--- config.mk ---
export PLATFORM = sky130hd
export DESIGN_NAME = prioritised_stream_splitter
export DESIGN_NICKNAME = d
export VERILOG_FILES = /design/src/rtl/prioritised_stream_splitter.sv
export SDC_FILE = /design/constraint.sdc
export NUM_CORES = 1
export LEC_CHECK = 0
export ABC_CLOCK_PERIOD_IN_PS = 5000
export CAP_MARGIN = 15
export CELL_PAD_IN_SITES_DETAIL_PLACEMENT = 1
export CELL_PAD_IN_SITES_GLOBAL_PLACEMENT = 1
export CORE_MARGIN = 3
export CORE_UTILIZATION = 55
export DETAILED_ROUTE_END_ITERATION = 6
export PLACE_DENSITY_LB_ADDON = 0.1
export SYNTH_ARGS = -nofsm -noshare
export SYNTH_HDL_FRONTEND = slang
export SYNTH_SLANG_ARGS = --single-unit
--- constraint.sdc ---
create_clock -name clock -period 5 [get_ports clock]
set_input_delay 0.5 -clock clock [delete_from_list [all_inputs] [get_ports clock]]
set_output_delay 0.5 -clock clock [all_outputs]
set_load 0.01 [all_outputs]
--- src/rtl/prioritised_stream_splitter.sv ---
// rtl/prioritised_stream_splitter.sv - splits a tagged AXI-stream into hp/lp FIFO-backed output streams

// Circular register FIFO with first-word-fall-through read and explicit fill level.
module prioritised_stream_splitter_fifo #(
  parameter int WIDTH = 33,
  parameter int DEPTH = 16
) (
  input  logic                     clock,
  input  logic                     reset,
  input  logic                     push,
  input  logic [WIDTH-1:0]         push_data,
  input  logic                     pop,
  output logic [WIDTH-1:0]         pop_data,
  output logic [$clog2(DEPTH):0]   fill_level
);

  localparam int AW = $clog2(DEPTH);

  logic [WIDTH-1:0] mem [DEPTH];
  logic [AW-1:0]    wr_ptr;
  logic [AW-1:0]    rd_ptr;

  // Storage needs no reset: stale entries are never visible while fill_level is 0.
  always_ff @(posedge clock) begin
    if (push) begin
      mem[wr_ptr] <= push_data;
    end
  end

  // Pointers wrap naturally at DEPTH (power of 2); fill tracks push/pop balance.
  always_ff @(posedge clock) begin
    if (!reset) begin
      wr_ptr     <= '0;
      rd_ptr     <= '0;
      fill_level <= '0;
    end else begin
      if (push) begin
        wr_ptr <= wr_ptr + AW'(1);
      end
      if (pop) begin
        rd_ptr <= rd_ptr + AW'(1);
      end
      case ({push, pop})
        2'b10:   fill_level <= fill_level + (AW+1)'(1);
        2'b01:   fill_level <= fill_level - (AW+1)'(1);
        default: fill_level <= fill_level;
      endcase
    end
  end

  assign pop_data = mem[rd_ptr];

endmodule

// Routes whole packets by their first-beat priority tag into hp or lp FIFOs.
module prioritised_stream_splitter #(
  parameter int INPUT_DATA_WIDTH = 32,
  parameter int FIFO_DEPTH       = 16
) (
  input  logic                          clock,
  input  logic                          reset,
  input  logic [INPUT_DATA_WIDTH-1:0]   data_in,
  input  logic                          data_in_valid,
  input  logic                          data_in_tlast,
  input  logic                          data_in_dest,
  output logic                          data_in_ready,
  output logic [INPUT_DATA_WIDTH-1:0]   data_out_hp,
  output logic                          data_out_hp_valid,
  output logic                          data_out_hp_tlast,
  input  logic                          data_out_hp_ready,
  output logic [INPUT_DATA_WIDTH-1:0]   data_out_lp,
  output logic                          data_out_lp_valid,
  output logic                          data_out_lp_tlast,
  input  logic                          data_out_lp_ready,
  output logic [$clog2(FIFO_DEPTH):0]   hp_fill_level,
  output logic [$clog2(FIFO_DEPTH):0]   lp_fill_level
);

  localparam int FW = $clog2(FIFO_DEPTH) + 1;
  localparam logic [FW-1:0] FULL_LEVEL = FW'(FIFO_DEPTH);

  typedef enum logic {
    IDLE      = 1'b0,
    IN_PACKET = 1'b1
  } state_t;

  state_t state;
  logic   route;
  logic   sel_hp;
  logic   sel_full;
  logic   accept;
  logic   hp_push;
  logic   lp_push;
  logic   hp_pop;
  logic   lp_pop;
  logic [INPUT_DATA_WIDTH:0] hp_head;
  logic [INPUT_DATA_WIDTH:0] lp_head;

  // First beat routes on the live tag; later beats follow the latched route.
  always_comb begin
    sel_hp   = (state == IN_PACKET) ? route : data_in_dest;
    sel_full = sel_hp ? (hp_fill_level == FULL_LEVEL) : (lp_fill_level == FULL_LEVEL);
  end

  assign data_in_ready = reset & ~sel_full;
  assign accept        = data_in_valid & data_in_ready;
  assign hp_push       = accept & sel_hp;
  assign lp_push       = accept & ~sel_hp;
  assign hp_pop        = data_out_hp_valid & data_out_hp_ready;
  assign lp_pop        = data_out_lp_valid & data_out_lp_ready;

  // Packet framing FSM: latch the tag on a non-final first beat, release on tlast.
  always_ff @(posedge clock) begin
    if (!reset) begin
      state <= IDLE;
      route <= 1'b0;
    end else if (accept) begin
      case (state)
        IDLE: begin
          if (!data_in_tlast) begin
            state <= IN_PACKET;
            route <= data_in_dest;
          end
        end
        IN_PACKET: begin
          if (data_in_tlast) begin
            state <= IDLE;
          end
        end
        default: state <= IDLE;
      endcase
    end
  end

  prioritised_stream_splitter_fifo #(
    .WIDTH (INPUT_DATA_WIDTH + 1),
    .DEPTH (FIFO_DEPTH)
  ) u_hp_fifo (
    .clock      (clock),
    .reset      (reset),
    .push       (hp_push),
    .push_data  ({data_in_tlast, data_in}),
    .pop        (hp_pop),
    .pop_data   (hp_head),
    .fill_level (hp_fill_level)
  );

  prioritised_stream_splitter_fifo #(
    .WIDTH (INPUT_DATA_WIDTH + 1),
    .DEPTH (FIFO_DEPTH)
  ) u_lp_fifo (
    .clock      (clock),
    .reset      (reset),
    .push       (lp_push),
    .push_data  ({data_in_tlast, data_in}),
    .pop        (lp_pop),
    .pop_data   (lp_head),
    .fill_level (lp_fill_level)
  );

  // Outputs are forced quiet while reset is held, even before the first reset edge.
  always_comb begin
    data_out_hp_valid = reset & (hp_fill_level != '0);
    data_out_lp_valid = reset & (lp_fill_level != '0);
    data_out_hp       = reset ? hp_head[INPUT_DATA_WIDTH-1:0] : '0;
    data_out_lp       = reset ? lp_head[INPUT_DATA_WIDTH-1:0] : '0;
    data_out_hp_tlast = reset & hp_head[INPUT_DATA_WIDTH];
    data_out_lp_tlast = reset & lp_head[INPUT_DATA_WIDTH];
  end

endmodule

==> results.sh, run 1 <==
export IMPL_power_uw=21200
export IMPL_ys_flop_type="edfxtp_1"
export IMPL_r2r_start="u_lp_fifo.fill_level[1]"
export IMPL_die_x_um=281
export IMPL_synth_edf_count=1056
export IMPL_hold_path_startpoint="data_in[13]"
export IMPL_yosysSeqAreaShare=0.779
export IMPL_drt_initial_drc_count=2157
export IMPL_core_area_um2=74700
export IMPL_max_freq_mhz=249
export IMPL_critical_path_max_stage_delay_ns=0.90
export IMPL_ff2ff_setup_slack_ns=1.61
export IMPL_firstDrtPassIters=5
export IMPL_rsz0062_at_grt="false"
export IMPL_hold_buffers=0
export IMPL_drtAntennaViolNets=0
export IMPL_ios=118
export IMPL_cts_resized=0
export IMPL_cts_sinks=1092
export IMPL_place_area_um2=44400
export IMPL_worstPathArrival_ns=3.51
export IMPL_power_leakage_uw=0.0152
export IMPL_num_vias=20500
export IMPL_min_delay_worst_endpoint="u_hp_fifo.mem[7][13]"
export IMPL_tns_ns=0
export IMPL_path_class="primary input to primary output"
export IMPL_syn_inst=1895
export IMPL_setup_ws_ns=0.987
export IMPL_start_kind="primary input"
export IMPL_cpMaxStageDelayCell="clkdlybuf4s50_1"
export IMPL_final_nets=2168
export IMPL_dp_slack_ns=0.753
export IMPL_die_y_um=281
export IMPL_wl_per_cell_um=32.4
export IMPL_clk_pin_slew_ns=0.06
export IMPL_worstHoldPathCells=1
export IMPL_cts_tree="done"
export IMPL_syn_num_nets=1951
export IMPL_end_kind="primary output"
export IMPL_whs_ns=0.468
export IMPL_synthToLayoutAreaGrowth_pct=15.8
export IMPL_gr_total_overflow=0
export IMPL_post_drt_via_cell_ratio=6.48
export IMPL_cts_buffers=108
export IMPL_clockBufferDepth=3
export IMPL_path_cells="clkdlybuf4s50_1, buf_4, and3_1, buf_4, a22oi_1, nand2_1, clkdlybuf4s50_1"
export IMPL_slew_viol_final=0
export IMPL_hp_class="primary input to flip-flop"
export IMPL_post_cts_buffers=0
export IMPL_critPathRequiredTime_ns=4.50
export IMPL_tightestPinTransition_ns=1.08
export IMPL_finalHoldViolations=0
export IMPL_worst_path_buf_inv=4
export IMPL_synth_ff_latch_count=1092
export IMPL_drv_cap=0
export IMPL_r2r_end="u_lp_fifo.fill_level[4]"
export IMPL_port_buffers=117
export IMPL_rr_worst_depth=9
export IMPL_ys_async_sr_fraction=0
export IMPL_grt_start_max_net_pins=73
export IMPL_crit_fanout=16
export IMPL_setup_viol=0
export IMPL_relSlewSlack=0.276
export IMPL_synthesis_area_um2=41700
export IMPL_design_area_um2=48200
export IMPL_drc=0
export IMPL_antenna_found_initial=1
export IMPL_clk_latency_ns=0.65
export IMPL_drive_above_1_share=0.253
export IMPL_outcome="finished, final reports clean"
export IMPL_layout_commonest_cell="edfxtp_1"
export IMPL_dp_hpwl_mm=59.6
export IMPL_layout_cells_most_common_list="edfxtp_1, mux4_2, a22oi_1"
export IMPL_clockRootBuffer="clkbuf_16"
export IMPL_cp_top_family="buffers and inverters"
export IMPL_rows=100
export IMPL_ys_warn_count=0
export IMPL_synth_cell_types=57
export IMPL_grt_pass1_wl_mm=150
export IMPL_track_usage=0.264
export IMPL_period_needed_ns=4.01
export IMPL_fin_crit_sh=0.803
export IMPL_die_area_um2=79100
export IMPL_wl_mm=103
export IMPL_power_per_cell_area_nw_per_um2=440
export IMPL_htreeDepth=3
export IMPL_grt_pass1_vias=21900
export IMPL_place_congestion=0.771
export IMPL_initial_utilization=0.558
export IMPL_peakVddDrop_mv=0.378
export IMPL_clock_skew_final_ns=0.0139
export IMPL_avgSynthCellArea_um2=22.0
## synthesized netlist by cell type (2+ instances only)
cell type / n / area, µm²
xor2_1: 9 / 78.8
and2_1: 29 / 181
mux4_2: 264 / 5950
or4_1: 2 / 15.0
nand4b_1: 2 / 17.5
or3_1: 3 / 18.8
o21ai_1: 2 / 10.0
nor2_1: 46 / 173
o21ai_0: 5 / 25.0
nor3_1: 3 / 15.0
nor2b_1: 2 / 12.5
buf_1: 12 / 45.0
nand2_1: 78 / 293
inv_1: 18 / 67.6
xnor2_1: 5 / 43.8
mux2_2: 2 / 22.5
edfxtp_1: 1056 / 31700
a32oi_1: 2 / 17.5
a21oi_1: 8 / 40.0
dfxtp_1: 36 / 721
mux2i_1: 10 / 100
buf_2: 40 / 200
and3_1: 8 / 50.1
o311a_1: 2 / 20.0
a21o_1: 2 / 15.0
o211ai_1: 4 / 30.0
nand3b_1: 3 / 22.5
a22oi_1: 132 / 991
nor3b_1: 3 / 22.5
nor4b_1: 3 / 26.3
nand3_1: 7 / 35.0
clkbuf_1: 45 / 169
buf_6: 2 / 22.5
nand2b_1: 7 / 43.8
ha_1: 17 / 213
o21a_1: 4 / 30.0
o311ai_0: 2 / 17.5
## worst max-delay path by stage
stage / start / endpoint / slack [ns] / cells past startpoint
6_report: reset / data_out_lp[2] / 0.99 / 7
5_1_grt: reset / data_out_lp[13] / 0.84 / 6
4_1_cts: flip-flop / data_out_hp_tlast / 0.97 / 5
2_1_floorplan: data_in_dest / u_lp_fifo.mem[10][0] / 1.79 / 4
3_3_place_gp: reset / u_lp_fifo.fill_level[4] / 0.97 / 10
3_5_place_dp: reset / u_lp_fifo.fill_level[4] / 0.75 / 10
## per-layer routing
metal,track usage,vias up,share of wire
li1,-,8420,-
met1,0.381,11100,0.41
met2,0.426,860,0.50
met3,0.0475,144,0.065
met4,0.0705,0,0.022
met5,0,-,0
## state kept, by name, summed over array words and instances, names as in the netlist, named ones only
name and cells:
state 1, u_lp_fifo.wr_ptr 4, u_hp_fifo.mem 528, u_lp_fifo.rd_ptr 4
u_lp_fifo.mem 528, u_lp_fifo.fill_level 5, u_hp_fifo.fill_level 5, route 1
u_hp_fifo.rd_ptr 4, u_hp_fifo.wr_ptr 4
## power breakdown
group | internal [µW] | switching, µW
Sequential | 10100 | 238
Combinational | 1570 | 1430
Clock | 4490 | 3330
## final cells by class
cell class | instances | area, µm²
Sequential cell | 1092 | 32500
Clock buffer | 126 | 2800
Timing Repair Buffer | 206 | 2320
Antenna cell | 1 | 2.50
Tap cell | 969 | 1210
Clock inverter | 69 | 574
Inverter | 18 | 67.6
Multi-Input combinational cell | 686 | 8820
Fill cell | 5935 | 26400
## worst register-to-register path, cell delays in order (launching register included)
cell and delay, ns:
dfxtp_1 0.41, or4_1 0.63, o21ai_2 0.30, nor2_1 0.11, ha_1 0.32, ha_1 0.37, or3b_2 0.49, o311a_1 0.15
or4_1 0.41, o311ai_0 0.10
## kinds of logic after synthesis
kind of cell	synth area share
muxes	0.146
DFF	0.779
buffers and inverters	0.0121
AOI/OAI and AO/OA	0.0310
adders and majority gates	0.00511
xor gates and xnor gates	0.00294
and+or+nand+nor	0.0246
## metrics by stage
step,util,cells
final,0.646,3167
after global routing,0.646,3167
after CTS,0.639,3146
after detailed placement,0.594,2951
after global placement,0.593,2948
after floorplan,-,1895
Power figures use the tool's default switching activity.
==> inputs of run 2 (changes only) <==
--- a/config.mk
+++ b/config.mk
@@ -5,12 +5,12 @@
 export SDC_FILE = /design/constraint.sdc
 export NUM_CORES = 1
 export LEC_CHECK = 0
-export ABC_CLOCK_PERIOD_IN_PS = 5000
+export ABC_CLOCK_PERIOD_IN_PS = 3900
 export CAP_MARGIN = 15
 export CELL_PAD_IN_SITES_DETAIL_PLACEMENT = 1
 export CELL_PAD_IN_SITES_GLOBAL_PLACEMENT = 1
 export CORE_MARGIN = 3
-export CORE_UTILIZATION = 55
+export CORE_UTILIZATION = 54
 export DETAILED_ROUTE_END_ITERATION = 6
 export PLACE_DENSITY_LB_ADDON = 0.1
 export SYNTH_ARGS = -nofsm -noshare
==> constraint.sdc (replaced) <==
create_clock -name clock -period 3.9 [get_ports clock]
set_input_delay 0.39 -clock clock [delete_from_list [all_inputs] [get_ports clock]]
set_output_delay 0.39 -clock clock [all_outputs]
set_load 0.01 [all_outputs]
==> results.sh, run 2 (synthesized netlist as in run 1, its figures left out) <==
export IMPL_peakVddDrop_mv=0.372
export IMPL_path_class="flip-flop to primary output"
export IMPL_core_area_um2=76200
export IMPL_relSlewSlack=0.238
export IMPL_cts_tree="done"
export IMPL_path_cells="buf_12, mux4_2, a22oi_1, nand2_1, clkdlybuf4s50_1"
export IMPL_worst_path_buf_inv=2
export IMPL_initial_utilization=0.547
export IMPL_setup_ws_ns=0.203
export IMPL_period_needed_ns=3.70
export IMPL_synthToLayoutAreaGrowth_pct=16.3
export IMPL_clockBufferDepth=3
export IMPL_hold_buffers=0
export IMPL_drive_above_1_share=0.254
export IMPL_tightestPinTransition_ns=1.14
export IMPL_end_kind="primary output"
export IMPL_post_cts_buffers=0
export IMPL_final_nets=2179
export IMPL_start_kind="flip-flop"
export IMPL_drt_initial_drc_count=2199
export IMPL_clk_pin_slew_ns=0.06
export IMPL_grt_pass1_vias=21900
export IMPL_post_drt_via_cell_ratio=6.27
export IMPL_num_vias=20300
export IMPL_cts_sinks=1092
export IMPL_power_leakage_uw=0.0152
export IMPL_clk_latency_ns=0.65
export IMPL_clock_skew_final_ns=0.0267
export IMPL_ios=118
export IMPL_drt_met1_wl_mm=41.2
export IMPL_grt_pass1_wl_mm=148
export IMPL_drtAntennaViolNets=0
export IMPL_grt_start_max_net_pins=56
export IMPL_cts_resized=0
export IMPL_cp_top_family="buffers and inverters"
export IMPL_wl_mm=100
export IMPL_firstDrtPassIters=7
export IMPL_hp_class="primary input to flip-flop"
export IMPL_slew_viol_final=0
export IMPL_layout_cells_most_common_list="edfxtp_1, mux4_2, a22oi_1"
export IMPL_port_buffers=117
export IMPL_die_y_um=284
export IMPL_finalHoldViolations=0
export IMPL_largestRegisters="u_hp_fifo.mem: 528 flops, u_lp_fifo.mem: 528 flops"
export IMPL_insertedDiodeCount=0
export IMPL_tns_ns=0
export IMPL_drc=0
export IMPL_register_area_um2=32500
export IMPL_clockRootBuffer="clkbuf_16"
export IMPL_outcome="finished, final reports clean"
export IMPL_dp_slack_ns=0.469
export IMPL_crit_fanout=32
export IMPL_dp_hpwl_mm=56.7
export IMPL_wl_per_cell_um=31.0
export IMPL_fin_crit_sh=0.948
export IMPL_layout_commonest_cell="edfxtp_1"
export IMPL_power_per_cell_area_nw_per_um2=555
export IMPL_antenna_found_initial=1
export IMPL_wl_met3_mm=6.35
export IMPL_critical_path_max_stage_delay_ns=0.70
export IMPL_critPathRequiredTime_ns=3.51
export IMPL_die_x_um=284
export IMPL_wl_met2_mm=51.1
export IMPL_cts_buffers=107
export IMPL_multi_input_area_um2=8820
export IMPL_track_usage=0.251
export IMPL_cpMaxStageDelayCell="dfxtp_4"
export IMPL_setup_viol=0
export IMPL_die_area_um2=80500
export IMPL_htreeDepth=3
export IMPL_place_congestion=0.754
export IMPL_drv_cap=0
export IMPL_dr_max_layer_used="met4"
export IMPL_rsz0062_at_grt="false"
export IMPL_worstPathArrival_ns=3.31
export IMPL_max_freq_mhz=270
export IMPL_rows=101
export IMPL_gr_total_overflow=0
export IMPL_fill_cells=6203
run 2: area by class of cell:
class,instances,area share
Clock buffer,137,0.0581
Clock inverter,57,0.00889
Inverter,18,0.00140
Multi-Input combinational cell,686,0.182
Sequential cell,1092,0.670
Tap cell,1030,0.0266
Timing Repair Buffer,218,0.0529
run 2: path summary, 6_finish.rpt:
| check | endpoint | cells after the start | from | slack [ns] |
|---|---|---|---|---|
| worst max-delay path | data_out_hp[23] | 5 | flip-flop | 0.20 |
| worst min-delay path | route | 3 | data_in_dest | 0.35 |
| worst max register to register | u_lp_fifo.fill_level[4] | 9 | u_lp_fifo.fill_level[1] | 0.53 |
| worst min register to register | u_hp_fifo.wr_ptr[3] | 1 | u_hp_fifo.wr_ptr[3] | 0.54 |
run 2: metal layers:
layer / vias to the layer above / track usage
met5: - / 0
met4: 0 / 0.0586
met3: 107 / 0.0421
met2: 755 / 0.415
met1: 11000 / 0.356
li1: 8438 / -
run 2: where the power goes:
| group | switching (µW) | total [µW] | internal, µW |
|---|---|---|---|
| registers | 299 | 13300 | 13000 |
| logic | 1850 | 3920 | 2070 |
| clock network | 4210 | 9670 | 5460 |
| total | 6360 | 26900 | 20500 |
run 2: worst min-delay path: cells and delay by family:
| family | cells | cell delay (ns) |
|---|---|---|
| buffers and inverters | 1 | 0.42 |
| AND/OR/NAND/NOR | 1 | 0.07 |
| AO/OA/AOI/OAI | 1 | 0.05 |
run 2: through the flow:
step	cell area [µm²]	hold WS, ns	cells	power (µW)	util
floorplan	41700	0.469	1895	16000	-
finish	48400	0.346	3238	26900	0.636
global route	48400	0.354	3238	27900	0.636
CTS	47900	0.322	3216	27100	0.629
global placement	44700	0.500	3022	17400	0.587
detailed placement	44700	0.522	3022	17500	0.587
